### src/rtl/ram_if2_pkg.sv
// ram_if2_pkg: shared constants and transfer FSM states for the ram_if2 line bridge
package ram_if2_pkg;
  localparam int ADDR_W = 13;
  localparam int LINE_BYTES = 8;
  localparam int LINE_W = 8 * LINE_BYTES;
  localparam int BEAT_W = $clog2(LINE_BYTES);
  typedef enum logic [1:0] {IDLE, XFER, DONE} state_t;
endpackage

### src/rtl/ram_if2_line_buf.sv
// ram_if2_line_buf: line register with byte-lane read capture and registered write-byte select
module ram_if2_line_buf #(
  parameter int LINE_BYTES = ram_if2_pkg::LINE_BYTES
) (
  input  logic                           cache_clk,
  input  logic                           reset,
  input  logic                           load,
  input  logic [8*LINE_BYTES-1:0]        wdata_c,
  input  logic                           cap,
  input  logic                           fin,
  input  logic                           adv,
  input  logic [$clog2(LINE_BYTES)-1:0]  sel,
  input  logic [7:0]                     rdata_r,
  output logic [8*LINE_BYTES-1:0]        rdata_c,
  output logic [7:0]                     wdata_r
);
  logic [8*LINE_BYTES-1:0] line, merged;
  logic [$clog2(LINE_BYTES)-1:0] nxt;
  // line with the current RAM byte dropped into lane sel; nxt is the lane driven after this beat
  always_comb begin
    merged = line;
    merged[sel*8 +: 8] = rdata_r;
    nxt = sel + 1'b1;
  end
  // working line, published read line (only on the final read beat) and the RAM write byte
  always_ff @(posedge cache_clk) begin
    if (!reset) begin
      line <= '0;
      rdata_c <= '0;
      wdata_r <= '0;
    end else begin
      line <= load ? wdata_c : cap ? merged : line;
      rdata_c <= fin ? merged : rdata_c;
      wdata_r <= load ? wdata_c[7:0] : adv ? line[nxt*8 +: 8] : wdata_r;
    end
  end
endmodule

### src/rtl/ram_if2.sv
// ram_if2: 64-bit cache line <-> byte-wide RAM burst bridge; RAM_IF2_ADDR_INC_EN steps addr_r per beat
module ram_if2 #(
  parameter int ADDR_W = ram_if2_pkg::ADDR_W,
  parameter int LINE_BYTES = ram_if2_pkg::LINE_BYTES
) (
  input  logic                    cache_clk,
  input  logic                    reset,
  input  logic [ADDR_W-1:0]       addr_c,
  input  logic [8*LINE_BYTES-1:0] wdata_c,
  input  logic                    rd,
  input  logic                    wr,
  output logic [8*LINE_BYTES-1:0] rdata_c,
  output logic                    ack,
  output logic [ADDR_W-1:0]       addr_r,
  output logic                    rnw,
  output logic [7:0]              wdata_r,
  output logic                    aval,
  input  logic [7:0]              rdata_r,
  input  logic                    rack
);
  import ram_if2_pkg::*;
  localparam int BW = $clog2(LINE_BYTES);
  localparam logic [BW-1:0] LAST = BW'(LINE_BYTES - 1);
  state_t state, state_n;
  logic [BW-1:0] k;
  logic start, beat, last;
  logic [ADDR_W-1:0] base;
  // request acceptance, beat strobes and next state; write wins when both requests are high
  always_comb begin
    start = state == IDLE && (rd || wr);
    beat = state == XFER && rack;
    last = beat && k == LAST;
    base = addr_c & ~ADDR_W'(LINE_BYTES - 1);
    state_n = start ? XFER : last ? DONE : state == DONE ? IDLE : state;
  end
  // state register
  always_ff @(posedge cache_clk) begin
    if (!reset) state <= IDLE;
    else state <= state_n;
  end
  // beat counter and registered RAM-side / handshake outputs
  always_ff @(posedge cache_clk) begin
    if (!reset) begin
      k <= '0;
      aval <= 1'b0;
      ack <= 1'b0;
      rnw <= 1'b1;
      addr_r <= '0;
    end else begin
      k <= start ? '0 : beat ? k + 1'b1 : k;
      aval <= state_n == XFER;
      ack <= last;
      rnw <= start ? !wr : rnw;
`ifdef RAM_IF2_ADDR_INC_EN
      addr_r <= start ? base : (beat && !last) ? addr_r + 1'b1 : addr_r;
`else
      addr_r <= start ? base : addr_r;
`endif
    end
  end
  ram_if2_line_buf #(.LINE_BYTES(LINE_BYTES)) u_buf (
    .cache_clk(cache_clk),
    .reset(reset),
    .load(start),
    .wdata_c(wdata_c),
    .cap(beat && rnw),
    .fin(last && rnw),
    .adv(beat),
    .sel(k),
    .rdata_r(rdata_r),
    .rdata_c(rdata_c),
    .wdata_r(wdata_r)
  );
endmodule

### config.mk
export PLATFORM = sky130hd
export DESIGN_NAME = ram_if2
export DESIGN_NICKNAME = d
export VERILOG_FILES = /design/src/rtl/ram_if2_pkg.sv /design/src/rtl/ram_if2_line_buf.sv /design/src/rtl/ram_if2.sv
export SDC_FILE = /design/constraint.sdc
export NUM_CORES = 1
export LEC_CHECK = 0
export CELL_PAD_IN_SITES_DETAIL_PLACEMENT = 0
export CELL_PAD_IN_SITES_GLOBAL_PLACEMENT = 1
export CORE_ASPECT_RATIO = 1.5
export CORE_MARGIN = 1.5
export CORE_UTILIZATION = 40
export CTS_CLUSTER_SIZE = 28
export DETAILED_ROUTE_END_ITERATION = 8
export PLACE_DENSITY_LB_ADDON = 0.1
export SYNTH_ARGS = -nofsm -noshare
export SYNTH_HDL_FRONTEND = slang
export SYNTH_SLANG_ARGS = --single-unit
### constraint.sdc
create_clock -name cache_clk -period 5 [get_ports cache_clk]
set_clock_uncertainty 0.15 [all_clocks]
set_input_delay 0.5 -clock cache_clk [delete_from_list [all_inputs] [get_ports cache_clk]]
set_output_delay 0.5 -clock cache_clk [all_outputs]
set_load 0.02 [all_outputs]
[After elaboration in Yosys (flattened, before gate mapping)]
Cells that the tools add are included.
Storage, ports and cells
  logic and storage cells: 38
  register bits: 154
Operators by class
  shifts and indexed selects: 3
  reductions and logical operators: 11
  add/subtract/negate cells: 2
  bitwise logic cells: 1
  equal/unequal tests: 4
  mux-type cells: 8
Operator list (number)
  $mux W64: 2
  $bwmux W64: 1
  $shift A8 B34 Y64 const A: 1
  $shiftx A64 B7 Y8: 1
  $shiftx A8 B34 Y64: 1
  $neg A6 Y34: 1
  $mux W8: 2
  $mux W2: 3
  $logic_and A1 B1 Y1: 5
  $eq A2 B1 Y1 const B: 2
  $reduce_bool A2 Y1: 2
  $add A3 B1 Y3 const B: 1
  $eq A3 B3 Y1 const B: 1
  $eq A2 B2 Y1 const B: 1
  $logic_not A2 Y1: 1
  $reduce_or A2 Y1: 1
  $logic_not A1 Y1: 1
  $logic_or A1 B1 Y1: 1
  $not A1 Y1: 1

[Logic depth before layout (Yosys ltp)]
Gate-level depths: netlist (run 1).
  depth in word-level cells: 6
  depth in mapped cells: 10
  gate-level depth less buffers: 7

[By module]
Synthesis (run 1) repeated with hierarchy kept, for this count alone.
Second synthesis, totals
  cells, all modules: 853
  area, all modules: 7704.9 µm²
By module, submodules not included
  ram_if2_line_buf: area an instance 6920.4 µm², cells an instance 765, instances 1
  ram_if2: area an instance 784.5 µm², cells an instance 88, instances 1

[Worst setup path before layout (run 1)]
No wires, ideal clock.
  path type: register -> register
  start point: register k[0]
  end point: register u_buf.line[24]
  setup slack: 2624 ps
  data arrival time: 2094 ps
  library setup time: 132 ps
  clock period less this slack: 2376 ps
  stages on the path, launching flop included: 11
  path through: dfxtp_1 > buf_6 > inv_1 > ha_1 > ha_1 > buf_2 > o311ai_2 > and2_0 > buf_2 > o21ai_0 > a21oi_1
Between the ends
  longest elaborated chain between the ends: 5
RTL lines
  start, declared: RTL line ram_if2.sv:25  | logic [BW-1:0] k;
  start signal, assigned: RTL line ram_if2.sv:50  | k <= start ? '0 : beat ? k + 1'b1 : k;
  $neg A6 Y34 (*): RTL line ram_if2_line_buf.sv:22  | merged[sel*8 +: 8] = rdata_r;
  $shiftx A8 B34 Y64 / $shift A8 B34 Y64 (equally long branches): RTL line ram_if2_line_buf.sv:22
  $bwmux W64 (*): RTL line ram_if2_line_buf.sv:22
  $mux W64 (*) (2 in a row): RTL line ram_if2_line_buf.sv:32  | line <= load ? wdata_c : cap ? merged : line;
  end signal, assigned: RTL line ram_if2_line_buf.sv:32
  end, declared: RTL line ram_if2_line_buf.sv:17  | logic [8*LINE_BYTES-1:0] line, merged;
Every way passes the cells marked *; elsewhere a longest branch is shown, timed or not. The select of a mux whose other input is x is not followed.
A chain may end at the register's enable or synchronous reset.

[Worst setup path after layout (run 1)]
  start point: register k[1]
  end point: register u_buf.line[44]
The elaborated chain is that of the path after synthesis.

==> impl.org, run 1 <==
** Drt
- DR WL/cell :: 21.73 um
- In the routed design, unresolved DRC markers number 0.
- Vias after detailed routing :: 6860
- Summed over all layers, the routed wires come to 24750 um.
- Drt via density :: 6.023
- For this block, the initial DRC count from the detailed router was 502.
- Before antenna repair, the detailed router went through 5 iterations.
- Once detail routing completed, the nets flagged for antenna violations numbered 0.

** Critical path
- On the critical path, the stage with the largest delay is an instance of ha_1.
- The worst setup path is captured at a flip-flop.
- Data on the critical path arrives at its endpoint at 3300 ps.
- Type of element launching the critical path :: flip-flop
- Critical Setup Path Class :: flip-flop to flip-flop
- Kind of cell adding the most delay to the critical path :: simple AND/OR/NAND/NOR gates
- Along the worst path, the maximum fanout reaches 14.
- For the worst setup path, the data required time is 5190 ps.
- The largest single stage delay on the critical path is 670 ps.
- Critical-path cell list :: inv_1, ha_1, buf_4, and4b_1, and2_1, a22oi_1, a21oi_1
- Buffers plus inverters on the worst setup path :: 2

** Yosys
- Average cell area after synthesis :: 9.224 sq um
- Synthesis produced a netlist whose cell count is 785.
- Among all flip-flop cells after synthesis, the most frequent one is dfxtp_1.
- In this run, distinct cell masters in the synthesized netlist total 55.
- During synthesis, Yosys emitted a total of 0 warnings.
- Share of the synthesized area in the top cell type :: 42.58%
- Count of flip-flops with a built-in enable after synthesis :: 0
- Most frequent cell after synthesis :: dfxtp_1
- Count of state elements after synthesis :: 154
- Cell types with the largest area share after synthesis :: dfxtp_1 (43%), a21oi_1 (7.7%), a22oi_1 (6.6%)
- The largest total area in the synthesized netlist belongs to dfxtp_1.
- Of the synthesized area, sequential elements account for 42.58%.
- Synth Cell Area :: 7241 sq um
- By count the netlist is led by dfxtp_1 (154), a21oi_1 (112), o21ai_0 (76).
- Async set-reset flop share out of synthesis :: 0%

** Power
- Part of the total power dissipated in sequential elements :: 41.9%
- Total power divided by cell area :: 334.3 nW/um^2
- The clock network is responsible for 44.6% of the overall power.
- In this run the static leakage power is 3.348 nW.
- Logic gate share of total power :: 13.4%
- The internal portion of the total power is 0.002401 W.
- For this design the total switching power over the nets is 0.0008060 W.
- VDD sags by at most 0.0001938 V.
- Net switching is 25.13% of the power.

** STA
- Setup repair after global routing missed its margin :: no
- After routing, the total negative slack on setup checks comes to 0 ps.
- Setup violations remaining at the end of the flow were counted as 0.
- Min cycle time layout :: 3116 ps
- Max Freq :: 320.9 MHz
- The count of pins over their slew limit was 0.
- Fin crit share :: 62.32%
- The final count of hold timing violations came to 0.
- Slew headroom :: 14.91%
- Transition time at the pin with the least slew margin :: 1275 ps

** Global routing
- Largest net degree at the start of global routing :: 129
- The number of global-route vias before repair is 6726.
- The first global-routing pass estimated 37630 um of wire.
- Overflow after GRT :: 0
- Global routing used 25.75% of the available tracks.
- The number of antenna violations at the first check in global routing is 0.

** Layout
- Fill cells in the final layout number 1662.
- The number of antenna diodes in the final layout is 0.
- After routing the design area is 9595 sq um.
- Area of the multi-input gates :: 3750 sq um
- For this run, the number of standard cells in the final layout without fillers is 1139.
- Summing all flip-flop and latch instances after layout gives 3083 sq um.
- NumNets Final :: 1007
- Of the cells placed in the final design, the portion with a size suffix greater than 1 is 9.653%.
- Cells fill 53.70% of the core in the end.
- The area growth from synthesis to layout is 32.52%.

** Clocking
- Buffers added to address setup during post-CTS repair amount to 0.
- CTS placed an instance of clkbuf_16 at the clock tree root.
- Hold-fix buffer count after cts :: 0
- Number of buffers on the longest clock path :: 2
- Inserted Clock Buffers :: 17
- TritonCTS built the clock tree.
- The tree built by TritonCTS fans out to 154 sinks.
- Number of gates resized after cts :: 0
- CTS built an H-tree with a depth of 4.
- Clock-pin slew was measured on the worst setup and hold paths at 60 ps.
- At the later pin of the worst-skew pair, clock insertion delay measures 430 ps.

** Place
- Routability congestion estimate :: 0.8674
- Once placement finished, the instance area stood at 8946 sq um.
- Once detailed placement completed, the half-perimeter wirelength came to 17200 um.
- Input and output buffers added on the ports amount to 171.
- Placed cell count :: 1108

** Floorplanning
- The floorplan has 60 rows.
- Measured along the y axis, the die boundary spans 167.8 um.
- Std-Cell Core Area :: 17870 sq um
- Initial core utilization :: 40.53%
- Number of primary I/O pins :: 178
- Die span in x :: 112.9 um
- The die covers 18930 sq um.

** Min path
- Class of the most critical hold timing path :: flip-flop to flip-flop

** Job
- Max-cap violations in this run came to 0.

** Status
- Status :: finished clean
## state kept, by name (all words and copies together) (netlist names)
signal	flops
u_buf.line	64
u_buf.rdata_c	64
addr_r	10
u_buf.wdata_r	8
k	3
state	2
ack	1
aval	1
rnw	1
## cell type report
type	instances	area share, %
clock buffers	20	4.759
clock inverters	11	2.008
inverters	4	0.1565
multi-input cells	546	39.08
flip-flops and latches	154	32.13
well taps	217	2.830
repair buffers	187	19.04
## placed cells by master, fill, tap and decap left out, types with 8 or more instances in the layout
cell type        instances
o221a_2                  8
nor2_1                  41
nand2b_1                12
o21a_1                  16
a32oi_1                 16
a21bo_1                  8
a311oi_1                 8
clkbuf_16               17
nor2b_1                 11
o21ai_0                 76
a211oi_1                 9
o221ai_1                 8
buf_4                   16
nor3_1                   9
o211ai_1                 8
a21oi_1                112
nand3_1                 24
a22oi_1                 64
mux2i_1                 16
nand2_1                 27
mux4_2                  16
a22o_1                   8
clkdlybuf4s50_1        170
dfxtp_1                154
## stage by stage
stage | hold WS [ps] | power, W | worst slack (ps)
6_report | 308.2 | 0.003207 | 1884
3_5_place_dp | 300.3 | 0.001798 | 1881
5_1_grt | 317.5 | 0.003303 | 1697
2_1_floorplan | 307.0 | 0.001605 | 2624
4_1_cts | 306.4 | 0.003221 | 1908
3_3_place_gp | 292.8 | 0.001788 | 1955
## final timing paths
path / start / end / slack, ps / cells past startpoint
min reg2reg: addr_r[5] / addr_r[5] / 310 / 2
max: k[1] / u_buf.line[44] / 1880 / 7
max reg2reg: k[1] / u_buf.line[44] / 1880 / 7
min: addr_r[5] / addr_r[5] / 310 / 2
## worst reg2reg max path, delay by kind of cell (launching register included)
kind	cells	cell delay, ps
buf+inv	2	510
simple gates	2	820
flops	1	590
compound gates	2	290
fa+ha+maj	1	670
## metal layers
| layer | part of all wire, % | global-route usage [%] | vias up |
|---|---|---|---|
| li1 | - | - | 3216 |
| met1 | 39 | 30.34 | 3313 |
| met5 | 0 | 0 | - |
| met3 | 5.5 | 3.816 | 53 |
| met4 | 4.2 | 12.61 | 0 |
| met2 | 51 | 45.52 | 278 |
## kinds of logic (layout without fill, tap and decap cells)
kind of cell | after synthesis | after routing | synth area share [%]
AO/OA/AOI/OAI | 353 | 353 | 31.81
flip-flops | 154 | 154 | 42.58
AND/OR/NAND/NOR | 150 | 150 | 11.18
buffers and inverters | 87 | 222 | 5.858
multiplexers | 32 | 32 | 7.189
adder cells (fa/ha/maj) | 7 | 7 | 1.210
other | 1 | 3 | 0.05179
XOR/XNOR | 1 | 1 | 0.1210
## power groups by stage
stage / registers (W) / logic [W] / clock network [W]
2_1_floorplan: 0.00136 / 0.000246 / 0
3_3_place_gp: 0.00137 / 0.000421 / 0
3_5_place_dp: 0.00137 / 0.000428 / 0
4_1_cts: 0.00134 / 0.000430 / 0.00145
5_1_grt: 0.00135 / 0.000462 / 0.00149
6_report: 0.00135 / 0.000431 / 0.00143
Note: power is estimated with default switching activity, not from simulation.
==> run 2: changes to the inputs <==
--- a/config.mk
+++ b/config.mk
@@ -9,7 +9,7 @@
 export CELL_PAD_IN_SITES_GLOBAL_PLACEMENT = 1
 export CORE_ASPECT_RATIO = 1.5
 export CORE_MARGIN = 1.5
-export CORE_UTILIZATION = 40
+export CORE_UTILIZATION = 34
 export CTS_CLUSTER_SIZE = 28
 export DETAILED_ROUTE_END_ITERATION = 8
 export PLACE_DENSITY_LB_ADDON = 0.1
==> constraint.sdc (replaced) <==
create_clock -name cache_clk -period 2.7 [get_ports cache_clk]
set_clock_uncertainty 0.15 [all_clocks]
set_input_delay 0.27 -clock cache_clk [delete_from_list [all_inputs] [get_ports cache_clk]]
set_output_delay 0.27 -clock cache_clk [all_outputs]
set_load 0.02 [all_outputs]
==> impl.org, run 2 (same netlist as run 1, synthesis figures left out) <==
** Status
- The flow ran to the end, and the final reports show no timing, DRC or antenna violations.

** Place
- Buffers placed on the I/O ports in this run total 171.
- The HPWL after detailed placement is 18760 um.
- Placed cell count :: 1180
- Routability congestion estimate :: 0.8527

** Layout
- In the layout the commonest cells are clkdlybuf4s50_1 (170), dfxtp_1 (154), a21oi_1 (112).
- From synthesis to final layout, the design area changed by 35.61%.
- NumNets Final :: 1028
- Cells with a size suffix above 1 make up 11.65% of the layout.
- Excluding fillers, the count of instances in the completed layout stands at 1212.
- Inserted Diodes :: 0
- Registers with the most flip-flops :: u_buf.line: 64 flops, u_buf.rdata_c: 64 flops, addr_r: 10 flops
- Most frequent standard cell in the layout excluding fill and tap cells :: clkdlybuf4s50_1
- The filler cells instantiated in the layout total 2015.

** Critical path
- FF-to-FF setup slack :: 290 ps
- CP Capture Type :: flip-flop
- FF-to-FF path depth :: 7
- The startpoint identified for the worst register-to-register timing path is k[0].
- For the worst setup path, the data required time is 2850 ps.
- Critical-path cell list :: inv_1, ha_1, ha_2, buf_4, nand4_2, mux2i_1, o211ai_1
- Among cell families on the critical path, the largest total delay comes from adder cells.
- The slowest stage of the critical path is the ha_2 cell.
- Startpoint of the worst setup timing path :: k[0]
- In this run the worst path has a maximum fanout of 11.
- At the worst endpoint, the arrival time is 2560 ps.
- Buffers plus inverters on the worst setup path :: 2
- STA classifies the critical path startpoint as a flip-flop.
- By startpoint and endpoint, the worst setup path is classified as flip-flop to flip-flop.
- The endpoint identified for the worst register-to-register timing path is u_buf.line[35].
- In this design, the stage delay of the slowest critical-path cell is 480 ps.

** Min path
- Hold path startpoint :: addr_c[4]
- The worst hold path passes through 3 cells.
- The path with the worst hold slack has its endpoint at addr_r[4].
- Class of the most critical hold timing path :: input port to flip-flop

** STA
- Setup violations remaining at the end of the flow were counted as 0.
- Hold violation total from the final report :: 0
- Slew headroom :: 40.21%
- The count of pins over their slew limit was 0.
- The worst path uses 89.40% of the clock period.
- Setup repair after global routing missed its margin :: no
- The smallest clock period supported by the final layout is computed as 2414 ps.
- Transition time at the pin with the least slew margin :: 896.9 ps
- Aggregate negative setup slack :: 0 ps
- Max Freq :: 414.3 MHz

** Floorplanning
- Number of primary I/O pins :: 178
- The floorplan step set the die height to 181.7 um.
- Die span in x :: 122.2 um
- Initial core utilization :: 34.51%
- Std-Cell Core Area :: 20980 sq um
- Number of core rows :: 65
- The die covers 22200 sq um.

** Global routing
- Summed over all layers, the global routing overflow is 0.
- The number of antenna violations at the first check in global routing is 0.
- Wire length of the first global-routing pass :: 40490 um
- Entering global routing, the biggest net connects 94 pins.
- Number of global-route vias before repair :: 7151
- Global routing consumed, over all layers together, 24.30% of the routing resources.

** Clocking
- Counting the buffers created by CTS gives 17.
- Buffers inserted by post-CTS timing repair :: 0
- The tree is rooted in a clkbuf_16.
- The tree built by TritonCTS fans out to 154 sinks.
- TritonCTS built the clock tree.
- CTS H-Tree Depth :: 4
- Clock latency on the worst-skew pair :: 430 ps
- Number of buffers on the longest clock path :: 2
- Clock edge transition at the registers on the reported setup and hold paths :: 60 ps

** Drt
- Count of TritonRoute iterations in the first routing pass :: 5
- After the first detailed-routing iteration, the DRC count stood at 550.
- Wire length after detailed routing :: 26670 um
- DR WL/cell :: 22.00 um
- Vias after detailed routing :: 6924
- For this run, design rule violations remaining after detail routing come to 0.
- Detail Route Antenna Nets :: 0
- Drt via density :: 5.713

** Power
- VDD sags by at most 0.0003869 V.
- Leakage Power :: 3.449 nW
- Total power divided by cell area :: 588.5 nW/um^2

** Job
- Max-cap violations :: 0
[run 2: cell count changes in the layout (fill, tap and decap cells not counted), sizes merged]
cell,before,now
clkinvlp,2,1
buf,17,38
clkbuf,20,23
clkinv,3,5
bufinv,5,2
[run 2: through the flow]
step                power [W]  hold WS, ps  util (%)  worst slack, ps  area [sq um]
finish               0.005778        241.0     46.80            286.1          9819
global route         0.005976        249.5     46.80            105.1          9819
CTS                  0.005804        224.1     46.79            180.4          9817
detailed placement   0.003362        300.4     43.92            202.2          9216
global placement     0.003341        294.4     43.92            282.1          9216
floorplan            0.002971        256.0         -            324.0          7248
[run 2: tightest hold or removal path, delay by kind of cell]
| family | cells | cell delay (ps) |
|---|---|---|
| AOI/OAI and AO/OA | 1 | 50 |
| buffers and inverters | 1 | 400 |
| and+or+nand+nor | 1 | 60 |
[run 2: worst max-delay path by stage]
| stage | endpoint | slack (ps) | cells past startpoint |
|---|---|---|---|
| floorplan | u_buf.line[30] | 320 | 10 |
| global placement | u_buf.line[34] | 280 | 7 |
| detailed placement | u_buf.line[32] | 200 | 7 |
| CTS | u_buf.rdata_c[53] | 180 | 8 |
| global route | u_buf.line[35] | 110 | 7 |
| finish | u_buf.line[35] | 290 | 7 |
[run 2: area by class of cell]
| type | instances | area, sq um | share of cell area (%) |
|---|---|---|---|
| clock buffers | 23 | 488.0 | 4.969 |
| clock inverters | 9 | 112.6 | 1.147 |
| flip-flops and latches | 154 | 3083 | 31.40 |
| multi-input cells | 546 | 3751 | 38.20 |
| well taps | 268 | 335.3 | 3.415 |
| repair buffers | 208 | 2034 | 20.72 |
| inverters | 4 | 15.01 | 0.1529 |
[run 2: what timing repair did]
action	CTS	global route
endpoints found under the setup margin	0	1
hold buffers	0	0
resized for setup	0	1
[run 2: per-layer routing]
layer	routed length, um	GRT usage [%]	vias up	share of wire (%)
met1	10250	27.93	3323	38
li1	-	-	3253	-
met4	1278	12.23	0	4.8
met3	1483	4.680	59	5.6
met2	13650	42.36	289	51
met5	0	0	-	0
[run 2: power by group]
part	total, W	switching, W	internal [W]
logic	0.000826	0.000428	0.000397
clock network	0.00246	0.000995	0.00147
registers	0.00249	0.000111	0.00238
total	0.00578	0.00153	0.00424
==> run 3: changes to the inputs <==
--- a/config.mk
+++ b/config.mk
@@ -7,7 +7,7 @@
 export LEC_CHECK = 0
 export CELL_PAD_IN_SITES_DETAIL_PLACEMENT = 0
 export CELL_PAD_IN_SITES_GLOBAL_PLACEMENT = 1
-export CORE_ASPECT_RATIO = 1.5
+export CORE_ASPECT_RATIO = 0.8
 export CORE_MARGIN = 1.5
 export CORE_UTILIZATION = 34
 export CTS_CLUSTER_SIZE = 28
==> impl.org, run 3 (same netlist as run 1, synthesis figures left out) <==
** Layout
- The final layout contains 1027 nets.
- From synthesis to final layout, the design area changed by 36.15%.
- Registers with the most flip-flops :: u_buf.line: 64 flops, u_buf.rdata_c: 64 flops, addr_r: 10 flops
- Most frequent standard cell in the layout excluding fill and tap cells :: clkdlybuf4s50_1
- Commonest non-fill, non-tap cells in the layout :: clkdlybuf4s50_1 (170), dfxtp_1 (154), a21oi_1 (112)
- Fraction of final layout cells with drive strength greater than 1 :: 11.66%
- The number of antenna diodes in the final layout is 0.
- Filler Cell Count :: 1951
- The multi-input combinational cells in the finished layout cover a total of 3751 sq um.
- Across the whole layout, storage elements account for 3083 sq um.

** Drt
- The first detailed-routing pass ran for 6 iterations.
- For this run, design rule violations remaining after detail routing come to 0.
- Number of DRC violations after detailed-routing iteration 0 :: 828
- Summed over all layers, the routed wires come to 26530 um.
- Dividing the detail-routed wire length by the instance count gives 21.89 um.
- Vias after detailed routing :: 6996
- The detail route stage leaves a number of antenna-violating nets equal to 0.
- After detailed routing, the number of vias per cell comes to 5.772.

** Place
- Routability congestion estimate :: 0.8739
- Once detailed placement completed, the half-perimeter wirelength came to 18560 um.
- Port-buffer cells :: 171

** Clocking
- The longest clock path from root to sink contains 2 buffers.
- TritonCTS built the clock tree.
- Buffers inserted by post-CTS timing repair :: 0
- The clock reaches the later pin of the worst-skew pair after 430 ps.
- Inserted Clock Buffers :: 17
- Clock-pin slew was measured on the worst setup and hold paths at 70 ps.
- CTS Sinks :: 154
- CTS H-Tree Depth :: 4
- Buffer cell driving the clock tree root :: clkbuf_16
- For this design, the CTS-stage hold fixing added 0 buffers.

** Critical path
- The setup path with the least slack is of type flip-flop to flip-flop.
- STA classifies the critical path startpoint as a flip-flop.
- WP data required :: 2890 ps
- Of all nets on the critical path, the largest fanout is 14.
- CP Capture Type :: flip-flop
- Data arrives at the worst endpoint at 2690 ps.

** Floorplanning
- Die ar. :: 22190 sq um
- Number of primary I/O pins :: 178
- Number of core rows :: 47
- Vertical die dimension :: 133.5 um
- Once the floorplan was initialized, standard cells occupied 34.88% of the core.
- Die span in x :: 166.2 um
- Std-Cell Core Area :: 20760 sq um

** STA
- After routing, the total negative slack on setup checks comes to 0 ps.
- Fin crit share :: 92.57%
- Setup repair after global routing missed its margin :: no
- Min cycle time layout :: 2499 ps
- Headroom to the max-slew limit came out at 44.33%.
- The count of pins over their slew limit was 0.
- Max Freq :: 400.1 MHz
- Hold violation total from the final report :: 0
- On the final layout, the worst hold slack is 216.6 ps.
- For the pin with the worst max-slew slack, the measured transition is 833.4 ps.
- Final setup vio count :: 0

** Global routing
- The number of antenna violations at the first check in global routing is 0.
- The number of global-route vias before repair came to 6758.
- The first global-routing pass estimated 40050 um of wire.
- Across every metal layer, demand over resource in global routing totals 23.63%.
- For this run the aggregate overflow at the end of global routing stands at 0.
- Entering global routing, the biggest net connects 94 pins.

** Job
- Max-cap violations :: 0

** Power
- Highest ir drop seen on vdd :: 0.0003718 V
- Leakage Power :: 3.454 nW
- For this design the ratio of total power to cell area is 597.7 nW/um^2.

** Min path
- Class of the most critical hold timing path :: input port to flip-flop

** Status
- The flow ran to the end, and the final reports show no timing, DRC or antenna violations.
## run 3: changes by cell type in the layout (fill, tap and decap cells not counted), sizes merged
cell / delta
buf: -1
bufinv: +1
clkbuf: -3
clkinv: -1
clkinvlp: +2
inv: +1
## run 3: routing by layer
| metal | global-route usage (%) | wire length, um |
|---|---|---|
| met1 | 32.84 | 12360 |
| met2 | 36.97 | 11950 |
| met3 | 4.753 | 1628 |
| met4 | 7.207 | 590 |
| met5 | 0 | 0 |
## run 3: final cells by class
cell class / count / share of cell area, %
clock inverters: 12 / 1.663
repair buffers: 207 / 20.81
well taps: 269 / 3.414
inverters: 4 / 0.1523
multi-input cells: 546 / 38.05
flip-flops and latches: 154 / 31.27
clock buffers: 20 / 4.633
## run 3: per-stage QoR
step	instance area [sq um]	util, %	cells	worst slack (ps)	power, W
CTS	9856	47.48	1212	7.484	0.005931
global route	9858	47.49	1212	52.17	0.006105
detailed placement	9235	44.49	1180	65.60	0.003376
floorplan	7248	-	787	324.0	0.002971
finish	9858	47.49	1212	200.6	0.005892
global placement	9235	44.49	1180	134.6	0.003362
## run 3: critical path, stage by stage, from the launching register on
cell     delay [ps]
dfxtp_1         330
inv_1            60
ha_1            210
ha_2            530
and4_1          470
and2_1          380
a22oi_1         120
a21oi_1         160
## run 3: worst paths after layout
check	start	to	depth (start not counted)	slack, ps
setup / recovery	k[0]	u_buf.line[11]	7	200
hold / removal	reset	rnw	3	220
setup reg to reg	k[0]	u_buf.line[11]	7	200
hold reg to reg	addr_r[4]	addr_r[4]	2	300
## run 3: what timing repair did
item,in CTS,in global routing
resized for setup,0,1
endpoints found under the setup margin,0,23
hold endpoints to repair,0,0
## run 3: where the power goes
| group | internal (W) | switching, W | leakage (nW) |
|---|---|---|---|
| registers | 0.00238 | 0.000104 | 1.26 |
| clock network | 0.00152 | 0.00104 | 0.295 |
| logic | 0.000410 | 0.000442 | 1.90 |
